## src/rtl/uart_rx_oversampled.sv

```systemverilog
// UART receiver, 16x oversampled, LSB-first frames with optional even parity.
// Emits one rx_done_tick per completed frame along with frame/parity error flags.
module uart_rx_oversampled #(
    parameter int DBIT      = 8,
    parameter int SB_TICK   = 16,
    parameter bit PARITY_EN = 1'b0
) (
    input  logic            clk,
    input  logic            reset_n,
    input  logic            s_tick,
    input  logic            rx,
    output logic [DBIT-1:0] dout,
    output logic            rx_done_tick,
    output logic            frame_err,
    output logic            parity_err
);

    // Tick counter widens so 1.5 and 2 stop-bit settings still fit.
    localparam int SW = (SB_TICK > 16) ? $clog2(SB_TICK) : 4;

    typedef enum logic [2:0] {
        IDLE,
        START,
        DATA,
        PARITY,
        STOP
    } state_t;

    state_t          state, state_nx;
    logic [SW-1:0]   s, s_nx;
    logic [2:0]      n, n_nx;
    logic [DBIT-1:0] shift, shift_nx;
    logic [DBIT-1:0] dout_nx;
    logic            perr, perr_nx;
    logic            ferr_nx, pe_nx, done_nx;
    logic [1:0]      sync;
    logic            rx_s;

    assign rx_s = sync[1];

    always_ff @(posedge clk or negedge reset_n) begin
        if (!reset_n) begin
            sync         <= 2'b11;
            state        <= IDLE;
            s            <= '0;
            n            <= '0;
            shift        <= '0;
            perr         <= 1'b0;
            dout         <= '0;
            frame_err    <= 1'b0;
            parity_err   <= 1'b0;
            rx_done_tick <= 1'b0;
        end else begin
            sync         <= {sync[0], rx};
            state        <= state_nx;
            s            <= s_nx;
            n            <= n_nx;
            shift        <= shift_nx;
            perr         <= perr_nx;
            dout         <= dout_nx;
            frame_err    <= ferr_nx;
            parity_err   <= pe_nx;
            rx_done_tick <= done_nx;
        end
    end

    always_comb begin
        state_nx = state;
        s_nx     = s;
        n_nx     = n;
        shift_nx = shift;
        perr_nx  = perr;
        dout_nx  = dout;
        ferr_nx  = frame_err;
        pe_nx    = parity_err;
        done_nx  = 1'b0;
        unique case (state)
            IDLE: begin
                if (!rx_s) begin
                    state_nx = START;
                    s_nx     = '0;
                    perr_nx  = 1'b0;
                end
            end
            START: begin
                if (s_tick) begin
                    if (s == SW'(7)) begin
                        // A start bit that is gone by mid-bit was a glitch.
                        if (!rx_s) begin
                            state_nx = DATA;
                            s_nx     = '0;
                            n_nx     = '0;
                        end else begin
                            state_nx = IDLE;
                        end
                    end else begin
                        s_nx = s + SW'(1);
                    end
                end
            end
            DATA: begin
                if (s_tick) begin
                    if (s == SW'(15)) begin
                        s_nx     = '0;
                        shift_nx = {rx_s, shift[DBIT-1:1]};
                        if (n == 3'(DBIT - 1)) begin
                            if (PARITY_EN) state_nx = PARITY;
                            else           state_nx = STOP;
                        end else begin
                            n_nx = n + 3'd1;
                        end
                    end else begin
                        s_nx = s + SW'(1);
                    end
                end
            end
            PARITY: begin
                if (s_tick) begin
                    if (s == SW'(15)) begin
                        s_nx     = '0;
                        perr_nx  = rx_s ^ (^shift);
                        state_nx = STOP;
                    end else begin
                        s_nx = s + SW'(1);
                    end
                end
            end
            STOP: begin
                if (s_tick) begin
                    if (s == SW'(SB_TICK - 1)) begin
                        state_nx = IDLE;
                        dout_nx  = shift;
                        ferr_nx  = ~rx_s;
                        pe_nx    = perr;
                        done_nx  = 1'b1;
                    end else begin
                        s_nx = s + SW'(1);
                    end
                end
            end
            default: state_nx = IDLE;
        endcase
    end

endmodule
```

## config.mk

```make
export PLATFORM = sky130hd
export DESIGN_NAME = uart_rx_oversampled
export DESIGN_NICKNAME = d
export VERILOG_FILES = /design/src/rtl/uart_rx_oversampled.sv
export SDC_FILE = /design/constraint.sdc
export NUM_CORES = 1
export LEC_CHECK = 0
export ABC_AREA = 1
export ABC_CLOCK_PERIOD_IN_PS = 1990
export BUFFER_PORTS_ARGS = -buffer_cell sky130_fd_sc_hd__buf_2
export CAP_MARGIN = 20
export CELL_PAD_IN_SITES_DETAIL_PLACEMENT = 0
export CELL_PAD_IN_SITES_GLOBAL_PLACEMENT = 1
export CORE_MARGIN = 8
export CORE_UTILIZATION = 33
export CTS_CLUSTER_SIZE = 20
export DETAILED_ROUTE_END_ITERATION = 8
export PLACE_DENSITY_LB_ADDON = 0.1
export RECOVER_POWER = 25
export SYNTH_ARGS = -nofsm -noshare
export SYNTH_HDL_FRONTEND = slang
export SYNTH_SLANG_ARGS = --single-unit
```

## constraint.sdc

```tcl
create_clock -name clk -period 1.99 [get_ports clk]
set_input_delay 0.2985 -clock clk [delete_from_list [all_inputs] [get_ports clk]]
set_output_delay 0.2985 -clock clk [all_outputs]
set_load 0.05 [all_outputs]
```

Yosys cells after proc, flatten, opt, wreduce, memory -nomap -nowiden
Index checks and enable logic that the tools add are counted.
{"block": "op_classes", "n_addsub": 2, "n_mul": 0, "div": 0, "magnitude_cmp": 0, "eq_ne": 21, "shifts": 0, "n_mux": 34, "bitwise_logic": 2, "n_reduce_logical": 12}
{"cell": "two-way mux 3 bit", "count": 16}
{"cell": "two-way mux 4 bit", "count": 7}
{"cell": "inequality test 2 bit (second input constant)", "count": 13}
{"cell": "one-hot mux 4 bit (4 select lines)", "count": 1}
{"cell": "one-hot mux 3 bit (5 select lines)", "count": 1}
{"cell": "AND reduction 10 bit", "count": 1}
{"cell": "XOR reduction 8 bit", "count": 1}
{"cell": "AND reduction 7 bit", "count": 1}
{"cell": "== test 3 x 2 -> 1 bit (second input constant)", "count": 2}
{"cell": "== test 3 bit (second input constant)", "count": 2}
{"cell": "two-way mux 1 bit", "count": 6}
{"cell": "one-hot mux 3 bit (2 select lines)", "count": 1}
{"cell": "AND reduction 3 bit", "count": 2}
{"cell": "AND reduction 5 bit", "count": 1}
{"cell": "adder 4 x 1 -> 4 bit (second input constant)", "count": 1}
{"cell": "== test 4 x 3 -> 1 bit (second input constant)", "count": 1}
{"cell": "== test 4 bit (second input constant)", "count": 1}
{"cell": "AND reduction 4 bit", "count": 1}
{"cell": "nonzero test 2 bit", "count": 2}
{"cell": "nonzero test 4 bit", "count": 1}
{"cell": "adder 3 x 1 -> 3 bit (second input constant)", "count": 1}
{"cell": "== test 3 x 1 -> 1 bit (second input constant)", "count": 1}
{"cell": "logical NOT 3 bit", "count": 1}
{"cell": "two-way mux 2 bit", "count": 1}
{"cell": "5 further kinds", "count": 5}
{"block": "totals", "reg_bits": 32, "latchBits": 0, "ram_bits": 0, "mem_bits_ro": 0, "in_bits": 4, "wordCells": 81, "memories": 0}

Depth between registers and ports, before layout
Gate-level depths: netlist (run 1).
{"block": "logic_depth", "depth_word": 5, "ltp_mapped": 10, "mapped_depth_nobuf": 10}

Worst setup path after synthesis (run 1)
OpenSTA, ideal clock, no wires.
{"block": "synth_path", "kind": "reg-to-reg", "startpoint": "register s[0]", "endpoint": "register state[0]", "setup_ps": 117, "arrival_time_ps": 1334, "slack_ps": 539, "stages_incl_launch_ff": 10, "synth_period_minus_slack_ps": 1451, "path_cell_list": "dfrtp_1 -> ha_1 -> nand2_2 -> nor2_1 -> nor2_4 -> a21oi_2 -> and2_4 -> nand2_4 -> nand2_1 -> nand2_1"}
{"block": "synth_via", "elab_chain_len": 3, "word_cells_on_any_way": 7, "classes_between": "eq/ne (6); reduce/logical (1)"}
{"item": "start: declaration", "line_no": "30", "rtl": "logic [SW-1:0] s, s_nx;"}
{"item": "start signal: assignment", "line_no": "56", "rtl": "s <= s_nx;"}
{"item": "== test 4 bit or == test 4 x 3 -> 1 bit (tied branches)"}
{"item": "inequality test 2 bit (no line)"}
{"item": "AND reduction 10 bit (no line) *"}
{"item": "end signal: assignment", "line_no": "55", "rtl": "state <= state_nx;"}
{"item": "end: declaration", "line_no": "29", "rtl": "state_t state, state_nx;"}
Every way passes the cells marked *; elsewhere a longest branch is shown, timed or not.
A chain may end at the register's enable or synchronous reset.

Final worst setup path (run 1)
{"block": "layout_path", "startpoint": "register s[0]", "endpoint": "register shift[4]"}
{"block": "layout_via", "elab_chain_len": 2}
{"item": "== test 4 bit", "line_no": "103", "rtl": "if (s == SW'(15)) begin"}
{"item": "AND reduction 3 bit (no line)"}
{"item": "end signal: assignment", "line_no": "58", "rtl": "shift <= shift_nx;"}
{"item": "end: declaration", "line_no": "32", "rtl": "logic [DBIT-1:0] shift, shift_nx;"}
No other way between the ends.

==> results of run 1 <==
-- path summary, 6_finish.rpt --
check,start,end,slack (ns),cells past startpoint
setup / recovery,s[0]$_DFFE_PN0P_,shift[4]$_DFFE_PN0P_,0.34,8
hold / removal,rx,sync[0]$_DFF_PN1_,0.11,1
setup reg to reg,s[0]$_DFFE_PN0P_,shift[4]$_DFFE_PN0P_,0.34,8
hold reg to reg,sync[0]$_DFF_PN1_,sync[1]$_DFF_PN1_,0.36,0
max in group asynchronous,reset_n,n[1]$_DFFE_PN0P_,0.51,1
min in group asynchronous,reset_n,dout[5]$_DFFE_PN0P_,0.47,1
-- kinds of logic (layout without fill, tap and decap cells) --
| family | count (synthesis) | after routing | share of synthesized area |
|---|---|---|---|
| and+or+nand+nor | 126 | 126 | 0.329 |
| adders and majority gates | 3 | 3 | 0.0216 |
| DFF | 32 | 32 | 0.462 |
| AOI/OAI and AO/OA | 32 | 32 | 0.117 |
| buffers and inverters | 28 | 48 | 0.0661 |
| xor gates and xnor gates | 1 | 1 | 0.00503 |
-- state kept, by name, indices dropped and copies added (netlist names) --
register,flops
dout,8
frame_err,1
n,3
parity_err,1
perr,1
rx_done_tick,1
s,4
shift,8
state,3
sync,2
-- per-layer routing --
layer,wire [µm],share of wire
met1,1880,0.53
met2,1410,0.40
met3,194,0.055
met4,59,0.017
met5,0,0
-- area by class of cell --
type                    instances  area [µm²]  area share
clock buffers                   6        82.6      0.0418
clock inverters                 2        10.0     0.00507
inverters                      25        93.8      0.0475
multi-input cells             162         822       0.416
flip-flops and latches         32         803       0.407
well taps                      70        87.6      0.0443
repair buffers                 15        76.3      0.0386
-- through the flow --
stage	cells	utilization	power [mW]
after global routing	312	0.387	2.05
after detailed placement	304	0.369	1.39
after floorplan	222	-	1.27
after CTS	312	0.387	1.94
final	312	0.387	1.90
after global placement	304	0.369	1.40
-- synth_stat cells, types with 2 or more instances --
cell type	number	share of area
dfstp_2	2	0.030
o21ai_0	4	0.012
inv_2	5	0.011
nand3_2	3	0.017
buf_2	2	0.0058
inv_1	20	0.043
nand2_4	2	0.013
o21ai_1	14	0.040
nand3_1	11	0.032
nor2_1	9	0.019
dfrtp_1	30	0.43
nand2_1	91	0.20
nand2_2	2	0.0072
nor2_4	4	0.026
ha_1	3	0.022
o21ai_2	10	0.050
a21oi_1	2	0.0058
-- power by group through the flow --
stage / sequential [mW] / combinational, mW / clock [mW]
CTS: 0.791 / 0.592 / 0.555
global route: 0.804 / 0.671 / 0.574
finish: 0.789 / 0.580 / 0.530
floorplan: 0.784 / 0.482 / 0
detailed placement: 0.804 / 0.589 / 0
global placement: 0.804 / 0.596 / 0
-- critical path, stage by stage, from the launching register on --
cell     delay (ns)
dfrtp_1        0.40
ha_1           0.23
nand2_2        0.09
nor2_4         0.13
inv_1          0.10
nor2_2         0.12
nand2_2        0.24
nand2_1        0.16
o21ai_2        0.06
==> out/qor.yml, run 1 <==
final_layout:
  mostFrequentLayoutCells: "nand2_1 (91), dfrtp_1 (30), inv_1 (20), o21ai_1 (14), buf_2 (13)"
  fin_nets: 248
  final_common_cell: "nand2_1"
  finalInstanceArea_um2: 1980
  num_antenna_cells: 0
  fillCellCount: 555
  drive_above_1_share: 0.223
  syn_to_final_growth_pct: 13.5
sta:
  timing.fmax_mhz: 607
  setup-tns-final_ns: 0
  rsz0062_at_grt: "false"
  setup_viol: 0
  period_share: 0.828
  holdWs_ns: 0.106
  worst_pin_slew_ns: 1.76
  clock_skew_ns: 0.00647
  hold_violations: 0
  fin_ws_ns: 0.342
  slew_headroom: -0.170
  maxSlewViolCount: 33
  fin_crit_ns: 1.65
detailed_routing:
  firstDrtPassIters: 4
  via_per_inst: 4.48
  drt-total-wl_um: 3540
  wl_per_cell_um: 11.4
  num_vias: 1397
  ant_nets: 0
  drt-initial-drc-count: 55
  drc: 0
outcome:
  violations: "max-capacitance violations, max-slew violations"
  outcome: "complete, but fails checks"
power:
  p_sw_frac: 0.369
  combPwrFrac: 0.305
  intPower_mw: 1.20
  p_clk_frac: 0.279
  vdd_ir_drop_max_uv: 390
  switchingPower_mw: 0.701
  power_density_nw_per_um2: 961
  seqPwrFrac: 0.416
  p_leak_nw: 1.01
critical_path:
  required_ns: 2.16
  critical_path_class: "reg2reg"
  startpoint_type: "flop"
  path_max_fanout: 16
  crit_arrival_ns: 1.82
  crit_path_end_kind: "flop"
global_route:
  grt.busiest_layer: "met2"
  globalRouteTotalUtil: 0.104
  grt-ovfl-total: 0
  gr-usage-met1: 0.142
  grt_pass1_wl_um: 6320
  grt_pass1_vias: 1341
  use_met3: 0.0316
  use_met2: 0.149
  antenna_found_initial: 0
  grt_max_degree: 33
clocking:
  clk_latency_ns: 0.29
  h-tree-depth: 2
  cts_tree: "yes"
  cts_resized: 0
  numCtsBuffers: 5
  cts-root-buf: "clkbuf_8"
  cts_num_sinks: 32
  clk_pin_slew_ns: 0.07
  postCtsHoldBufs: 0
  clockBufferDepth: 2
  cts_setup_buffers: 0
placement:
  port-buffer-count: 14
  hpwl_um: 2650
  placed_cell_area_um2: 1880
  dp_slack_ns: 0.325
  routabilityCongestion: 0.746
die:
  die_area_um2: 7850
  core_area_um2: 5110
  fp-row-count: 26
  initial_core_util: 0.341
  die_w_um: 88.6
  io_pins: 15
  die_y_um: 88.6
yosys:
  yosysUniqueCellTypes: 25
  ys_ff_latch: 32
  ys_warn_count: 0
  syn_inst: 222
  syn_area_per_cell_um2: 7.84
  synth-seq-area-share: 0.462
  syn_area_um2: 1740
  synth_edf_count: 0
  synthArstFlopShare: 1.00
  synthFlopType: "dfrtp_1"
  syn-num-nets: 229
worst_hold_path:
  min_path_type: "in2reg"
run:
  cap_violations: 1
Note: power is estimated with default switching activity, not from simulation.
==> run 2: changes to the inputs <==
ABC_CLOCK_PERIOD_IN_PS = 1400   (was 1990)
clock period = 1.4 ns   (was 1.99 ns; I/O delays follow)
==> run 2 against run 1 <==
  * Register-to-register slack worse by 0.40 ns
  * Clock power is 66% higher
  * Highest routed layer unchanged
  * The run ends with negative setup slack left
  * Clock skew is 0.0010 ns higher
==> out/qor.yml, run 2 (synthesis results as in run 1) <==
outcome:
  outcome: "complete, but fails checks"
  violations: "negative setup slack"
die:
  core_area_um2: 5110  # unchanged
  io_pins: 15  # unchanged
  die_w_um: 88.6  # unchanged
  initial_core_util: 0.341  # unchanged
  fp-row-count: 26  # unchanged
  die_y_um: 88.6  # unchanged
  die_area_um2: 7850  # unchanged
sta:
  worst_pin_slew_ns: 0.934  # -0.822 ns
  hold_violations: 0  # unchanged
  clock_skew_ns: 0.00751  # +0.00104 ns
  holdWs_ns: 0.0148  # -0.0916 ns
  rsz0062_at_grt: "true"
  period_share: 1.04  # +0.213
  fin_ws_ns: -0.0573  # -0.399 ns
  slew_headroom: 0.377  # +0.548
  fin_crit_ns: 1.46  # -0.191 ns
  maxSlewViolCount: 0  # -100%
  setup_viol: 14  # +14
  timing.fmax_mhz: 686  # +13%
final_layout:
  syn_to_final_growth_pct: 43.6
  final_common_cell: "nand2_1"
  stdcell_count: 341  # +9.3%
  fin_nets: 277  # +12%
  drive_above_1_share: 0.439  # +0.216
  fillCellCount: 516  # -7.0%
  mostFrequentLayoutCells: "nand2_1 (69), dfrtp_1 (28), buf_4 (23), inv_1 (17)"
  biggestRegsByFlops: "dout: 8 flops, shift: 8 flops, s: 4 flops"
  num_antenna_cells: 0  # unchanged
critical_path:
  crit_arrival_ns: 1.63  # -0.19 ns
  crit_path_end_kind: "flop"
  path_max_fanout: 4  # -12
  timing.rr.end: "state[1]$_DFFE_PN0P_"
  r2r_start: "s[1]$_DFFE_PN0P_"
  worst_r2r_path_depth: 9  # +1
  required_ns: 1.57  # -0.59 ns
  r2r_slack_ns: -0.06  # -0.40 ns
  critical_path_class: "reg2reg"
  startpoint_type: "flop"
clocking:
  clk_pin_slew_ns: 0.07  # about the same
  clk_latency_ns: 0.29  # about the same
  numCtsBuffers: 5  # unchanged
  cts_num_sinks: 32  # unchanged
  cts-root-buf: "clkbuf_8"
  clockBufferDepth: 2  # unchanged
  cts_tree: "yes"
  h-tree-depth: 2  # unchanged
placement:
  port-buffer-count: 14  # unchanged
  hpwl_um: 2850  # +7.5%
  post-place-cells: 326  # +7.2%
  routabilityCongestion: 0.755  # +1.3%
detailed_routing:
  via_per_inst: 4.43  # -1.0%
  drt-total-wl_um: 3890  # +9.9%
  firstDrtPassIters: 4  # unchanged
  ant_nets: 0  # unchanged
  num_vias: 1511  # +8.2%
  wl_per_cell_um: 11.4  # +0.53%
  drc: 0  # unchanged
  drt-initial-drc-count: 44  # -20%
global_route:
  grt_pass1_wl_um: 6660  # +5.3%
  grt_pass1_vias: 1512  # +13%
  grt-ovfl-total: 0  # unchanged
  grt_max_degree: 18  # -45%
  antenna_found_initial: 0  # unchanged
  globalRouteTotalUtil: 0.109  # +0.00436
worst_hold_path:
  holdPathEnd: "sync[0]$_DFF_PN1_"
  hp-start: "rx"
  min_path_type: "in2reg"
  hold_path_depth: 1  # unchanged
power:
  power_density_nw_per_um2: 1310  # +36%
  p_leak_nw: 1.27  # +26%
  vdd_ir_drop_max_uv: 524  # +35%
  power.total_mw: 3.27  # +72%
run:
  cap_violations: 0  # -1
==> run 2: power breakdown <==
group | switching (mW) | internal, mW
registers | 0.101 | 1.02
logic | 0.682 | 0.596
clock network | 0.351 | 0.528
==> run 2: what timing repair did <==
item / in CTS / in global routing
pin swaps: 5 / 15
hold buffers: 1 / 0
hold endpoints to repair: 15 / 0
buffers inserted: 1 / 3
setup endpoints to repair: 23 / 29
gates cloned: 0 / 2
resized for setup: 16 / 45
==> run 2: cell type report <==
class                      count  area, µm²  share of cell area
multi-input combinational    162       1020               0.408
sequential                    32        806               0.322
timing repair buffer          44        377               0.151
inverter                      25        101              0.0406
tap                           70       87.6              0.0351
clock buffer                   6       72.6              0.0290
clock inverter                 2       35.0              0.0140
==> run 2: critical path: stages, from the launching register on <==
cell	delay, ns
dfrtp_1	0.39
ha_4	0.16
nand2_4	0.05
nor2_4	0.14
inv_4	0.07
a21oi_4	0.18
and2_4	0.20
nand2_4	0.06
nand2_1	0.06
nand2_1	0.05
==> run 2: metrics by stage <==
| stage | setup TNS, ns | util | worst slack, ns | instance area, µm² |
|---|---|---|---|---|
| after floorplan | -0.113 | - | -0.0290 | 1750 |
| after global placement | -0.554 | 0.408 | -0.0465 | 2080 |
| after detailed placement | -0.573 | 0.408 | -0.0587 | 2080 |
| after CTS | -0.331 | 0.444 | -0.0477 | 2270 |
| after global routing | -2.33 | 0.489 | -0.123 | 2500 |
| final | -0.220 | 0.489 | -0.0573 | 2500 |
==> run 2: per-layer routing <==
metal,vias up,GRT usage,share of wire
li1,802,-,-
met1,686,0.136,0.50
met2,17,0.169,0.44
met3,6,0.0316,0.043
met4,0,0.0461,0.017
met5,-,0,0
==> run 2: how the worst max path moves through the flow <==
stage | startpoint | end | slack, ns | cells past startpoint
2_1_floorplan | s[0]$_DFFE_PN0P_ | state[0]$_DFFE_PN0P_ | -0.03 | 9
3_3_place_gp | state[1]$_DFFE_PN0P_ | s[2]$_DFFE_PN0P_ | -0.05 | 8
3_5_place_dp | s[0]$_DFFE_PN0P_ | state[0]$_DFFE_PN0P_ | -0.06 | 9
4_1_cts | s[0]$_DFFE_PN0P_ | state[0]$_DFFE_PN0P_ | -0.05 | 9
5_1_grt | s[1]$_DFFE_PN0P_ | state[0]$_DFFE_PN0P_ | -0.12 | 9
6_report | s[1]$_DFFE_PN0P_ | state[1]$_DFFE_PN0P_ | -0.06 | 9
